[src/rtl/microwave_pkg.sv]
// Shared types and widths for the microwave timer controller and its MM:SS BCD digit chain.
package microwave_pkg;

  typedef enum logic [2:0] {
    ST_IDLE    = 3'd0,
    ST_ENTRY   = 3'd1,
    ST_COOKING = 3'd2,
    ST_PAUSED  = 3'd3,
    ST_DONE    = 3'd4
  } state_e;

  localparam int BCD_W      = 4;
  localparam int NUM_DIGITS = 4;
  localparam int DATA_W     = NUM_DIGITS * BCD_W;

  // Keypad entry scrolls in from the right, like a calculator display.
  function automatic logic [DATA_W-1:0] shift_digit(input logic [DATA_W-1:0] cur,
                                                    input logic [BCD_W-1:0]  d);
    return {cur[DATA_W-BCD_W-1:0], d};
  endfunction

endpackage

[src/rtl/tick_gen.sv]
// Prescaler: counts while run is high and emits a one-cycle pulse every TICK_DIV counted cycles.
module tick_gen #(
  parameter int TICK_DIV = 50_000_000
) (
  input  logic clk,
  input  logic reset,
  input  logic run,
  input  logic clr,
  output logic pulse
);

  localparam int            TW   = (TICK_DIV > 1) ? $clog2(TICK_DIV) : 1;
  localparam logic [TW-1:0] LAST = TW'(TICK_DIV - 1);

  logic [TW-1:0] tick_q, tick_d;

  assign pulse = run && (tick_q == LAST);

  // Holding while run is low lets a paused cook resume mid-second.
  always_comb begin
    tick_d = tick_q;
    if (clr)        tick_d = '0;
    else if (pulse) tick_d = '0;
    else if (run)   tick_d = tick_q + 1'b1;
  end

  always_ff @(posedge clk or negedge reset) begin
    if (!reset) tick_q <= '0;
    else        tick_q <= tick_d;
  end

endmodule

[src/rtl/microwave_timer_ctrl.sv]
// Keypad entry, cook/pause/done sequencing and magnetron/beeper drive for the MM:SS countdown chain.
module microwave_timer_ctrl
  import microwave_pkg::*;
#(
  parameter int TICK_DIV    = 50_000_000,
  parameter int BEEP_CYCLES = 100_000_000
) (
  input  logic              clk,
  input  logic              reset,
  input  logic              key_valid,
  input  logic [BCD_W-1:0]  key_digit,
  input  logic              start_key,
  input  logic              pause_key,
  input  logic              clear_key,
  input  logic              door_closed,
  input  logic              timer_zero,
  output logic [DATA_W-1:0] data_out,
  output logic              load,
  output logic              count_en,
  output logic              mag_on,
  output logic              done_beep,
  output logic [2:0]        state_o
);

  localparam int            BW        = (BEEP_CYCLES > 1) ? $clog2(BEEP_CYCLES) : 1;
  localparam logic [BW-1:0] BEEP_LAST = BW'(BEEP_CYCLES - 1);

  state_e            state_q, state_d;
  logic [DATA_W-1:0] entry_q, entry_d;
  logic [BW-1:0]     beep_q, beep_d;
  logic              mag_q;
  logic              run, clr, digit_ok;

  tick_gen #(.TICK_DIV(TICK_DIV)) u_tick (
    .clk   (clk),
    .reset (reset),
    .run   (run),
    .clr   (clr),
    .pulse (count_en)
  );

  assign digit_ok  = key_valid && (key_digit <= 4'd9);
  assign data_out  = entry_q;
  assign mag_on    = mag_q;
  assign done_beep = (state_q == ST_DONE);
  assign state_o   = state_q;

  always_comb begin
    state_d = state_q;
    entry_d = entry_q;
    beep_d  = '0;
    load    = 1'b0;
    run     = 1'b0;
    clr     = 1'b0;
    unique case (state_q)
      ST_IDLE, ST_ENTRY: begin
        if (clear_key) begin
          state_d = ST_IDLE;
          entry_d = '0;
        end else if (state_q == ST_ENTRY && start_key && door_closed && entry_q != '0) begin
          load    = 1'b1;
          clr     = 1'b1;
          state_d = ST_COOKING;
        end else if (digit_ok) begin
          entry_d = shift_digit(entry_q, key_digit);
          state_d = ST_ENTRY;
        end
      end
      ST_COOKING: begin
        // Zero beats a door/pause request: the countdown has already finished.
        if (clear_key) begin
          state_d = ST_IDLE;
          entry_d = '0;
        end else if (timer_zero) begin
          state_d = ST_DONE;
        end else if (!door_closed || pause_key) begin
          state_d = ST_PAUSED;
        end else begin
          run = 1'b1;
        end
      end
      ST_PAUSED: begin
        if (clear_key) begin
          state_d = ST_IDLE;
          entry_d = '0;
        end else if (start_key && door_closed) begin
          state_d = ST_COOKING;
        end
      end
      ST_DONE: begin
        if (clear_key || start_key) begin
          state_d = ST_IDLE;
          entry_d = '0;
        end else if (digit_ok) begin
          entry_d = shift_digit('0, key_digit);
          state_d = ST_ENTRY;
        end else if (beep_q == BEEP_LAST) begin
          state_d = ST_IDLE;
          entry_d = '0;
        end else begin
          beep_d = beep_q + 1'b1;
        end
      end
      default: state_d = ST_IDLE;
    endcase
  end

  always_ff @(posedge clk or negedge reset) begin
    if (!reset) begin
      state_q <= ST_IDLE;
      entry_q <= '0;
      beep_q  <= '0;
      mag_q   <= 1'b0;
    end else begin
      state_q <= state_d;
      entry_q <= entry_d;
      beep_q  <= beep_d;
      mag_q   <= (state_d == ST_COOKING);
    end
  end

endmodule

[config.mk]
export PLATFORM = sky130hd
export DESIGN_NAME = microwave_timer_ctrl
export DESIGN_NICKNAME = d
export VERILOG_FILES = /design/src/rtl/microwave_pkg.sv /design/src/rtl/tick_gen.sv /design/src/rtl/microwave_timer_ctrl.sv
export SDC_FILE = /design/constraint.sdc
export NUM_CORES = 1
export LEC_CHECK = 0
export ABC_AREA = 1
export CAP_MARGIN = 20
export CORE_UTILIZATION = 40
export CTS_CLUSTER_DIAMETER = 50
export DETAILED_ROUTE_END_ITERATION = 6
export GPL_TIMING_DRIVEN = 0
export HOLD_SLACK_MARGIN = 0.08
export REMOVE_ABC_BUFFERS = 1
export SLEW_MARGIN = 25
export SYNTH_ARGS = -nofsm -noshare
export SYNTH_HDL_FRONTEND = slang
export SYNTH_SLANG_ARGS = --single-unit
[constraint.sdc]
create_clock -name clk -period 3.6 [get_ports clk]
set_clock_uncertainty 0.15 [all_clocks]
set_input_delay 0.36 -clock clk [delete_from_list [all_inputs] [get_ports clk]]
set_output_delay 0.36 -clock clk [all_outputs]
set_load 0.01 [all_outputs]
==> impl_metrics.csv <==
group,metric,value,unit
floorplanning,num_io_pins,35,
timing,setup_tns,0,ns
timing,relSlewSlack,55.8,%
cts,h-tree-depth,3,
global_route,grt_antenna_before_repair,0,
global_route,grt_pass1_wl,18500,µm
timing,grt_setup_unrepaired,"no",
floorplanning,die_h,108,µm
timing,drv_slew,0,
timing,hold_viol,0,
synthesis,synth.distinct_cells,37,
critical_path,path_cells,"ha_1 > nand3_1 > nor2_2 > nand2_1 > nor2_1 > inv_1 > nor2_1 > clkdlybuf4s50_1",
power_and_ir_drop,p_per_area,417,mW/mm²
placement,hpwl,7830,µm
cts,cts_made_buffers,9,
critical_path,worst-path-max-fanout,6,
route,first_pass_iters,4,
power_and_ir_drop,total_leakage_power,2.39,nW
placement,portBuffers,34,
floorplanning,start_util,41.4,%
cts,clk_pin_slew,0.06,ns
global_route,grt_overflow,0,
finish,syn2layout_area_growth,16.5,%
critical_path,crit_type,"reg2out",
timing,tightest_slew,0.661,ns
synthesis,yosysTopAreaCellShare,40.4,%
timing,setup_viol,0,
synthesis,synthTopCellsByArea,"dfrtp_1 (40%), nand2_1 (16%), nor2_1 (11%)",
timing,fmax,334,MHz
floorplanning,rows,38,
synthesis,syn_area,0.00452,mm²
placement,placed_area,0.00498,mm²
placement,place_ws,0.350,ns
synthesis,yosysTopAreaCell,"dfrtp_1",
route,via_per_inst,5.03,
critical_path,crit_family,"simple AND/OR/NAND/NOR gates",
critical_path,worstPathRequired,3.09,ns
floorplanning,chipWidth,108,µm
power_and_ir_drop,total_power,2.20,mW
floorplanning,dieArea,0.0117,mm²
critical_path,cp-start-kind,"flip-flop",
synthesis,ys_warn_count,0,
critical_path,cp_common_cell,"nor2_1",
finish,postLayoutCellArea,0.00527,mm²
route,wl_per_cell,13.2,µm
critical_path,slowest_delay,0.56,ns
route,vias,4151,
route,drc,0,
route,met1_length,5350,µm
floorplanning,floorplan.core_area,0.0109,mm²
power_and_ir_drop,vdd_ir_drop_max,0.286,mV
finish,fin_nets,697,
finish,fin_util,48.2,%
outcome,outcome,"complete, no violations",
route,drt-total-wl,10900,µm
placement,place_congestion,0.943,
finish,drive_gt1_share,5.39,%
timing,finalCritPeriodShare,83.2,%
global_route,grt.total_usage,20.3,%
synthesis,ys_seq_elements,73,
critical_path,crit_buf_inv,2,
finish,nFillCells,1098,
synthesis,avgSynthCellArea,6.98,µm²
critical_path,arrival,2.49,ns
finish,diodes,0,
cts,cts-root-buf,"clkbuf_16",
route,wl_met3,422,µm
cts,clock_path_buffers,2,
finish,layout_commonest_cell,"nand2_1",
job,maxCapViolations,0,
cts,clk_latency,0.34,ns
cts,tritoncts,"built",
synthesis,ys_seq_area_share,40.4,%
route,dr.max_layer_used,"met4",
synthesis,syn_inst,648,
hold_path,hp-class,"in2async",
critical_path,endpoint_kind,"output port",
route,ant_nets,0,
finish,layout_common_cells,"nand2_1 (190), nor2_1 (128), inv_1 (74)",
critical_path,slowest_stage,"clkdlybuf4s50_1",
cts,cts.sink_count,73,
timing,finalCriticalPeriod,3.00,ns
timing,fin_ws,0.605,ns
global_route,grt_pass1_vias,3856,
global_route,grt_max_degree,51,
route,route.met2.wl,4950,µm
route,drtIter0Drc,308,
registers in the layout, summed over array words and instances (netlist names):
signal and count:
data_out 16, mag_on 1, beep_q 27, state_o 3
u_tick.tick_q 26
power breakdown:
part,internal [mW],switching (mW)
clock network,0.529,0.332
logic,0.135,0.204
registers,0.899,0.100
per-layer routing:
metal / vias up / track usage (%)
met1: 1940 / 28.3
met5: - / 0
li1: 2112 / -
met4: 0 / 6.47
met3: 17 / 3.86
met2: 82 / 31.6
per-stage QoR:
step / hold slack, ns / std cells
6_report: 0.316 / 826
4_1_cts: 0.324 / 826
2_1_floorplan: -0.0856 / 636
5_1_grt: 0.357 / 826
3_5_place_dp: 0.139 / 811
3_3_place_gp: 0.334 / 810
area by class of cell:
cell class	count	area, µm²	share of cell area (%)
tap	140	175	3.32
timing repair buffer	36	375	7.12
clock inverter	3	43.8	0.831
sequential	73	1830	34.7
multi-input combinational	486	2330	44.1
clock buffer	11	233	4.42
inverter	77	289	5.49
cell families after synthesis:
logic type	after synthesis	synth area share [%]
buf+inv	89	8.19
fa+ha+maj	2	0.553
xor+xnor	24	4.65
simple gates	424	41.8
compound gates	36	4.43
flops	73	40.4
timing repair:
item                                   in CTS  in global routing
endpoints found under the hold margin      23                  0
resized for setup                           0                  0
hold buffers                                1                  0
buffers inserted                            0                  0
final timing paths:
path | startpoint | endpoint | slack (ns) | cells after the start
worst max-delay path | u_tick.tick_q[0] | count_en | 0.60 | 8
worst min-delay path | reset | beep_q[23] | 0.32 | 2
worst max register to register | state_o[0] | u_tick.tick_q[14] | 0.79 | 6
worst min register to register | data_out[14] | data_out[14] | 0.35 | 2
max in group asynchronous | reset | u_tick.tick_q[14] | 2.43 | 3
min in group clk | data_out[14] | data_out[14] | 0.35 | 2
synthesized netlist by cell type (all sizes together):
cell type  number
nand2         193
nor2          138
inv            77
dfrtp          73
nand3          44
nand4          33
xor2           20
o21ai          17
buf            10
a21oi           9
nor3            9
xnor2           4
o22ai           3
a21boi          2
clkbuf          2
ha              2
nand3b          2
nor3b           2
o21bai          2
a31oi           1
and2            1
and3            1
o211ai          1
o21a            1
or2             1
Note: power is estimated with default switching activity, not from simulation.
